[config.mk]
export PLATFORM = sky130hd
export DESIGN_NAME = q1_moore_post_synth_flat
export DESIGN_NICKNAME = d
export VERILOG_FILES = /design/src/rtl/q1_moore_post_synth_if.sv /design/src/rtl/q1_moore_post_synth.sv /design/src/flat_wrapper.sv
export SDC_FILE = /design/constraint.sdc
export NUM_CORES = 1
export LEC_CHECK = 0
export BUFFER_PORTS_ARGS = -buffer_cell sky130_fd_sc_hd__buf_2
export CAP_MARGIN = 10
export CORE_AREA = 2 2 39 41
export DETAILED_ROUTE_END_ITERATION = 16
export DIE_AREA = 0 0 41 43
export HOLD_SLACK_MARGIN = 0.02
export PLACE_DENSITY = 0.3
export SYNTH_ARGS = -nofsm -noshare
export SYNTH_HDL_FRONTEND = slang
export SYNTH_SLANG_ARGS = --single-unit
[constraint.sdc]
create_clock -name clk -period 1.05 [get_ports clk]
set_input_delay 0.1575 -clock clk [delete_from_list [all_inputs] [get_ports clk]]
set_output_delay 0.1575 -clock clk [all_outputs]
set_load 0.02 [all_outputs]
[src/rtl/q1_moore_post_synth_if.sv]
// Serial detector bus: one data bit in, one detect flag out.
interface q1_moore_post_synth_if;
  logic j;  // serial data bit, sampled on the rising clock edge
  logic w;  // detect flag for "1001"

  // The stimulus side drives the bit and watches the flag.
  modport master (output j, input w);
  // The detector consumes the bit and produces the flag.
  modport slave (input j, output w);
endinterface

[src/rtl/q1_moore_post_synth.sv]
// Overlapping "1001" serial sequence detector.
// MEALY = 0: Moore style. Five states, and w is decoded from the state register.
//   A detect pulse appears in the cycle after the edge that samples the final '1'.
// MEALY = 1: Mealy style. Four states, and w = (state == S3) & j, purely combinational.
//   A detect pulse appears while the final '1' is still on the input.
// A Moore/Mealy pair fed the same bit stream gives pulses exactly one cycle apart.
module q1_moore_post_synth #(
  parameter bit MEALY = 1'b0
) (
  input logic                  clk,
  input logic                  rst,
  q1_moore_post_synth_if.slave det
);

  // S4 is the only state with bit 2 set, so the Moore flag is one flop output.
  // That keeps it free of decode glitches.
  // The 2-state base type powers up as all-zero, which is S0.
  // The flag therefore has a defined value even if rst is never asserted.
  typedef enum bit [2:0] {
    S0 = 3'b000,  // nothing matched
    S1 = 3'b001,  // "1"
    S2 = 3'b010,  // "10"
    S3 = 3'b011,  // "100"
    S4 = 3'b100   // "1001" complete (Moore only)
  } state_e;

  state_e state_q;
  state_e state_d;
  logic   w_d;

  // State register with synchronous reset; rst wins over j at the same edge.
  always_ff @(posedge clk) begin
    // NOTE: non-blocking assignment so every flop samples pre-edge values.
    if (rst) begin
      state_q <= S0;
    end else begin
      state_q <= state_d;
    end
  end

  // Next-state transitions and the detect flag for the selected output style.
  always_comb begin
    // NOTE: defaults first so no path leaves a variable unassigned (no latch).
    state_d = state_q;
    w_d     = 1'b0;

    case (state_q)
      S0:      state_d = det.j ? S1 : S0;
      S1:      state_d = det.j ? S1 : S2;
      S2:      state_d = det.j ? S1 : S3;
      // On the completing '1', Moore parks in S4 for one cycle.
      // Mealy reports the match immediately and reuses the trailing '1' as S1.
      S3:      state_d = det.j ? (MEALY ? S1 : S4) : S0;
      // The trailing '1' of a match can start the next match.
      S4:      state_d = det.j ? S1 : S2;
      default: state_d = S0;
    endcase

    if (MEALY) begin
      w_d = (state_q == S3) && det.j;
    end else begin
      w_d = state_q[2];
    end
  end

  assign det.w = w_d;

endmodule

[src/flat_wrapper.sv]
// flat-port wrapper written by rule: the top's interface ports become plain ports
module q1_moore_post_synth_flat 
#(
  parameter bit MEALY = 1'b0
)
  (clk, rst, det_j, det_w);
  q1_moore_post_synth_if det_i ();
  input logic clk;
  input logic rst;
  input wire logic [$bits(det_i.j)-1:0] det_j;
  output wire logic [$bits(det_i.w)-1:0] det_w;
  assign det_i.j = det_j;
  assign det_w = det_i.w;
  q1_moore_post_synth #(.MEALY(MEALY)) u_core (.clk(clk), .rst(rst), .det(det_i));
endmodule
==> reports/metrics.cfg, run 1 <==
[sta]
setup_violations=0
slew_headroom=0.831
holdWs_ns=0.134
clock.fmax_mhz=1030
worst_pin_slew_ns=0.254
worst_clock_skew_ns=0.00174
finalCritPeriodShare=0.922
fin_tns_setup_ns=0
slew_viol_final=0
hold_viol=0
rsz0062_at_grt=false
finalCriticalPeriod_ns=0.968

[clocking]
htree_levels=1
cts_tree=yes
cts_hold_buf=0
postCtsSetupBuffers=0
clk_latency_ns=0.23
clock_path_buffers=2
cts_resized=0
clk_pin_slew_ns=0.04
cts_buffers=3
cts-root-buf=clkbuf_4
cts_sinks=3

[setup_path]
rrSetupSlack_ns=0.19
cp_max_fo=5
worstPathRequired_ns=0.89
path_cells=buf_2
rr_endpoint=u_core.state_q[1]$_SDFF_PP0_
crit_arrival_ns=0.81
slowest_stage=dfxtp_1
worstSetupEndpointType=output port
critPathMaxStageDelay_ns=0.39
rr_worst_depth=3
path_delay_family=flip-flops
startpoint_type=register
cp_num_buf_inv=1
crit_type=reg2out
r2r-start=u_core.state_q[0]$_SDFF_PP0_

[cells_and_area]
layout-drive-gt1-share=0.350
multi_input_area_sq_um=55.1
top_regs=u_core.state_q (3)
seq_area_sq_um=60.1
nets=24
antenna_cells=0
nFillCells=161
largest_reg_flops=3
top_register=u_core.state_q
area_growth_pct=51.6

[placement]
routabilityCongestion=0.552
portBuffers=3

[power]
peakVddDrop_mv=0.310
power_leakage_uw=0.0000717
sw_frac_of_total=0.200
p_per_area_nw_per_um2=1870
power_frac_seq=0.363
combPwrFrac=0.056
power.switching_uw=67.7
p_int_uw=270
power_frac_clock=0.581

[die]
core-area_sq_um=1380
die_w_um=41
io_pins=4
fp.dieArea_sq_um=1760
start_util=0.0859
num_rows=14
die_y_um=43

[drt]
drt-initial-drc-count=1
wl_per_cell_um=6.83
firstDrtPassIters=2
drc_errors=0
ant_nets=0
vias_per_cell=3.17
drt_wl_total_um=246
num_vias=114

[global_route]
antenna_found_initial=0
grt_max_degree=6
grt_pass1_wl_um=420
grt_pass1_vias=134
grt_overflow_total=0
grtUsageTotal=0.0431

[run]
maxCapViolCount=0

[logic_synthesis]
synthesis.area_sq_um=119
avgSynthCellArea_sq_um=9.14
syn-instance-count=13
seq_area_frac_synth=0.505
ys_warn_count=0
synthesis.nets=16
synth_seq_cells=3
ys_types=10

[run_status]
status=finished clean

[min_path]
hold_path_depth=2
hold_end=u_core.state_q[1]$_SDFF_PP0_
min_from=rst
hold_class=in2reg

## cells in the mapped netlist
master	count	area share
nor4_1	1	0.053
inv_1	1	0.032
nor3b_1	1	0.063
nor2_1	1	0.032
dfxtp_1	3	0.51
a21oi_1	1	0.042
nor3_2	1	0.084
a31oi_1	1	0.053
xor2_1	1	0.074
nand2_1	2	0.063
## metal layers
metal  GRT usage  vias to the layer above  share of wire
met5           0                        -              0
met4      0.0800                        0          0.024
met3      0.0314                        2           0.15
met2      0.0500                        4           0.44
met1      0.0288                       49           0.38
li1            -                       59              -
## how the worst max path moves through the flow
stage	to	from	slack [ns]	depth (start not counted)
2_1_floorplan	u_core.state_q[1]$_SDFF_PP0_	u_core.state_q[2]$_SDFF_PP0_	0.14	3
3_3_place_gp	u_core.state_q[1]$_SDFF_PP0_	u_core.state_q[2]$_SDFF_PP0_	0.19	3
3_5_place_dp	u_core.state_q[1]$_SDFF_PP0_	u_core.state_q[2]$_SDFF_PP0_	0.19	3
4_1_cts	det_w	u_core.state_q[2]$_SDFF_PP0_	0.07	1
5_1_grt	det_w	u_core.state_q[2]$_SDFF_PP0_	0.04	1
6_report	det_w	u_core.state_q[2]$_SDFF_PP0_	0.08	1
## stage by stage
| stage | cell area [sq um] | utilization | instances | total power (uW) | setup WS [ns] |
|---|---|---|---|---|---|
| 6_report | 180 | 0.130 | 36 | 338 | 0.0820 |
| 5_1_grt | 180 | 0.130 | 36 | 356 | 0.0417 |
| 4_1_cts | 180 | 0.130 | 36 | 350 | 0.0655 |
| 3_5_place_dp | 154 | 0.111 | 32 | 144 | 0.188 |
| 3_3_place_gp | 154 | 0.111 | 32 | 144 | 0.191 |
| 2_1_floorplan | 119 | - | 13 | 135 | 0.140 |
## final cells by class
cell class	count	share of cell area
multi-input combinational	9	0.306
inverter	1	0.0208
sequential	3	0.333
clock buffer	4	0.146
timing repair buffer	3	0.0833
tap	16	0.111
## layout by cell type (no fill, tap or decap)
cell and count:
a31oi_1 1, clkbuf_4 3, nor2_1 1, inv_1 1, a21oi_1 1, clkbuf_1 1
nor3_2 1, nor3b_1 1, buf_2 3, xor2_1 1, nand2_1 2, nor4_1 1
dfxtp_1 3
## logic make-up (layout without fill, tap and decap cells)
family | after synthesis | count (layout) | synth area share
compound gates | 2 | 2 | 0.0947
xor+xnor | 1 | 1 | 0.0737
buf+inv | 1 | 8 | 0.0315
flops | 3 | 3 | 0.505
simple gates | 6 | 6 | 0.295
## power groups by stage
stage               clock [uW]  combinational (uW)  sequential, uW
floorplan                    0                11.0             124
global placement             0                19.5             124
detailed placement           0                19.4             124
CTS                        208                19.5             122
global route               212                21.5             123
finish                     196                19.0             123
No activity file was read; power rests on OpenSTA's default activity.
==> run 2, diff against run 1 <==
--- a/config.mk
+++ b/config.mk
@@ -5,9 +5,11 @@
 export SDC_FILE = /design/constraint.sdc
 export NUM_CORES = 1
 export LEC_CHECK = 0
+export ABC_AREA = 1
 export BUFFER_PORTS_ARGS = -buffer_cell sky130_fd_sc_hd__buf_2
 export CAP_MARGIN = 10
 export CORE_AREA = 2 2 39 41
+export CTS_CLUSTER_SIZE = 16
 export DETAILED_ROUTE_END_ITERATION = 16
 export DIE_AREA = 0 0 41 43
 export HOLD_SLACK_MARGIN = 0.02
==> reports/metrics.cfg, run 2 <==
[setup_path]
crit_arrival_ns=0.78  ; was 0.81 ns
rr_worst_depth=3  ; unchanged
path_delay_family=flip-flops  ; unchanged
slowest_stage=dfxtp_1  ; unchanged
rr_endpoint=u_core.state_q[1]$_SDFF_PP0_  ; unchanged
r2r-start=u_core.state_q[1]$_SDFF_PP0_  ; was u_core.state_q[0]$_SDFF_PP0_
startpoint_type=register  ; unchanged
cp_num_buf_inv=1  ; unchanged
path_cells=buf_2  ; unchanged
rrSetupSlack_ns=0.30  ; was 0.19 ns
worstSetupEndpointType=output port  ; unchanged
worstPathRequired_ns=0.89  ; about the same
crit_type=reg2out  ; unchanged
cp_max_fo=4  ; was 5
critPathMaxStageDelay_ns=0.37  ; was 0.39 ns

[sta]
worst_pin_slew_ns=0.141  ; was 0.254 ns
hold_viol=0  ; unchanged
fin_tns_setup_ns=0  ; unchanged
slew_headroom=0.905  ; was 0.831
holdWs_ns=0.188  ; was 0.134 ns
clock.fmax_mhz=1060  ; was 1030 MHz
finalCriticalPeriod_ns=0.942  ; was 0.968 ns
worst_clock_skew_ns=0.00111  ; was 0.00174 ns
setup_violations=0  ; unchanged
fin_ws_ns=0.108  ; was 0.0820 ns
slew_viol_final=0  ; unchanged
finalCritPeriodShare=0.897  ; was 0.922
rsz0062_at_grt=false  ; unchanged

[clocking]
cts-root-buf=clkbuf_4  ; unchanged
cts_hold_buf=0  ; unchanged
cts_resized=0  ; unchanged
clk_pin_slew_ns=0.04  ; about the same
htree_levels=1  ; unchanged
clk_latency_ns=0.23  ; about the same
cts_sinks=3  ; unchanged
clock_path_buffers=2  ; unchanged
cts_tree=yes  ; unchanged
postCtsSetupBuffers=0  ; unchanged
cts_buffers=3  ; unchanged

[global_route]
grtUsageTotal=0.0411  ; was 0.0431
grt_max_degree=5  ; was 6
grt_pass1_wl_um=434  ; was 420 um
grt_pass1_vias=135  ; was 134
grt_overflow_total=0  ; unchanged
antenna_found_initial=0  ; unchanged

[logic_synthesis]
synthesis.nets=21  ; was 16
synth_top_area_frac=0.480  ; was 0.505
synth_seq_cells=3  ; unchanged
seq_area_frac_synth=0.480  ; was 0.505
syn-instance-count=18  ; was 13
synthArstFlopShare=0  ; unchanged
synth_edf_count=0  ; unchanged
ys_top_cells_by_count=nand2_1, dfxtp_1, inv_1, nor2_1, nand2_2  ; was dfxtp_1, nand2_1
ys.flop_type=dfxtp_1  ; unchanged
synth_top_area_cell=dfxtp_1  ; unchanged
synthesis.area_sq_um=125  ; was 119 sq um
ys_types=8  ; was 10
avgSynthCellArea_sq_um=6.95  ; was 9.14 sq um
synth_area_leaders=dfxtp_1, nand2_1, nand2_2, inv_1, nor2_1  ; was dfxtp_1, nor3_2, xor2_1, nand2_1, nor3b_1
ys_warn_count=0  ; unchanged
synth.most_common_cell=nand2_1  ; was dfxtp_1

[cells_and_area]
nFillCells=164  ; was 161
top_regs=u_core.state_q (3)  ; unchanged
area_growth_pct=49.0  ; was 51.6%
seq_area_sq_um=60.1  ; unchanged
multi_input_area_sq_um=53.8  ; was 55.1 sq um
nets=29  ; was 24
antenna_cells=0  ; unchanged
largest_reg_flops=3  ; unchanged
layout-drive-gt1-share=0.320  ; was 0.350
top_register=u_core.state_q  ; unchanged
final_common_cell=nand2_1

[min_path]
hold_class=in2reg  ; unchanged
hold_path_depth=4  ; was 2
min_from=rst  ; unchanged
hold_end=u_core.state_q[1]$_SDFF_PP0_  ; unchanged

[drt]
firstDrtPassIters=2  ; unchanged
drt_wl_total_um=261  ; was 246 um
ant_nets=0  ; unchanged
num_vias=133  ; was 114
vias_per_cell=3.24  ; was 3.17
drc_errors=0  ; unchanged
drt-initial-drc-count=4  ; was 1
wl_per_cell_um=6.37  ; was 6.83 um

[die]
start_util=0.0904  ; was 0.0859
die_w_um=41  ; unchanged
fp.dieArea_sq_um=1760  ; unchanged
io_pins=4  ; unchanged
num_rows=14  ; unchanged
die_y_um=43  ; unchanged
core-area_sq_um=1380  ; unchanged

[run]
maxCapViolCount=0  ; unchanged

[power]
peakVddDrop_mv=0.329  ; was 0.310 mV
p_per_area_nw_per_um2=1820  ; was 1870 nW/um^2
power_leakage_uw=0.0000890  ; was 0.0000717 uW

[placement]
portBuffers=3  ; unchanged
routabilityCongestion=0.489  ; was 0.552
pre_cts_ws_ns=0.307  ; was 0.188 ns

[run_status]
status=finished clean  ; unchanged

## run 2: cell type report
| type | instances | area share |
|---|---|---|
| well taps | 16 | 0.107 |
| flip-flops and latches | 3 | 0.322 |
| repair buffers | 3 | 0.0805 |
| multi-input cells | 12 | 0.289 |
| clock buffers | 4 | 0.141 |
| inverters | 3 | 0.0604 |
## run 2: cell families (layout without fill, tap and decap cells)
group,count (synthesis),after routing,synth area share
flops,3,3,0.480
compound gates,2,2,0.0799
buf+inv,3,10,0.0900
simple gates,10,10,0.350
## run 2: routing by layer
layer	GRT usage	routed length (um)	vias to the layer above
met5	0	0	-
met4	0.0400	0	0
met3	0.0314	14	0
met2	0.0594	153	2
met1	0.0321	94	62
li1	-	-	69
## run 2: per-stage QoR
stage | area, sq um | total power, uW | instances | utilization
6_report | 186 | 338 | 41 | 0.135
5_1_grt | 186 | 361 | 41 | 0.135
4_1_cts | 186 | 351 | 41 | 0.135
3_5_place_dp | 160 | 145 | 37 | 0.116
3_3_place_gp | 160 | 145 | 37 | 0.116
2_1_floorplan | 125 | 137 | 18 | -
## run 2: report_power, final
part	internal, uW	switching [uW]
sequential	119	2.53
combinational	9.42	12.4
clock	142	53.0
total	271	67.9
## run 2: worst max path at each step
stage / startpoint / endpoint / slack [ns] / cells after the start
floorplan: u_core.state_q[2]$_SDFF_PP0_ / u_core.state_q[1]$_SDFF_PP0_ / 0.30 / 3
global placement: u_core.state_q[1]$_SDFF_PP0_ / u_core.state_q[1]$_SDFF_PP0_ / 0.31 / 3
detailed placement: u_core.state_q[1]$_SDFF_PP0_ / u_core.state_q[1]$_SDFF_PP0_ / 0.31 / 3
CTS: u_core.state_q[2]$_SDFF_PP0_ / det_w / 0.1 / 1
global route: u_core.state_q[2]$_SDFF_PP0_ / det_w / 0.07 / 1
finish: u_core.state_q[2]$_SDFF_PP0_ / det_w / 0.11 / 1
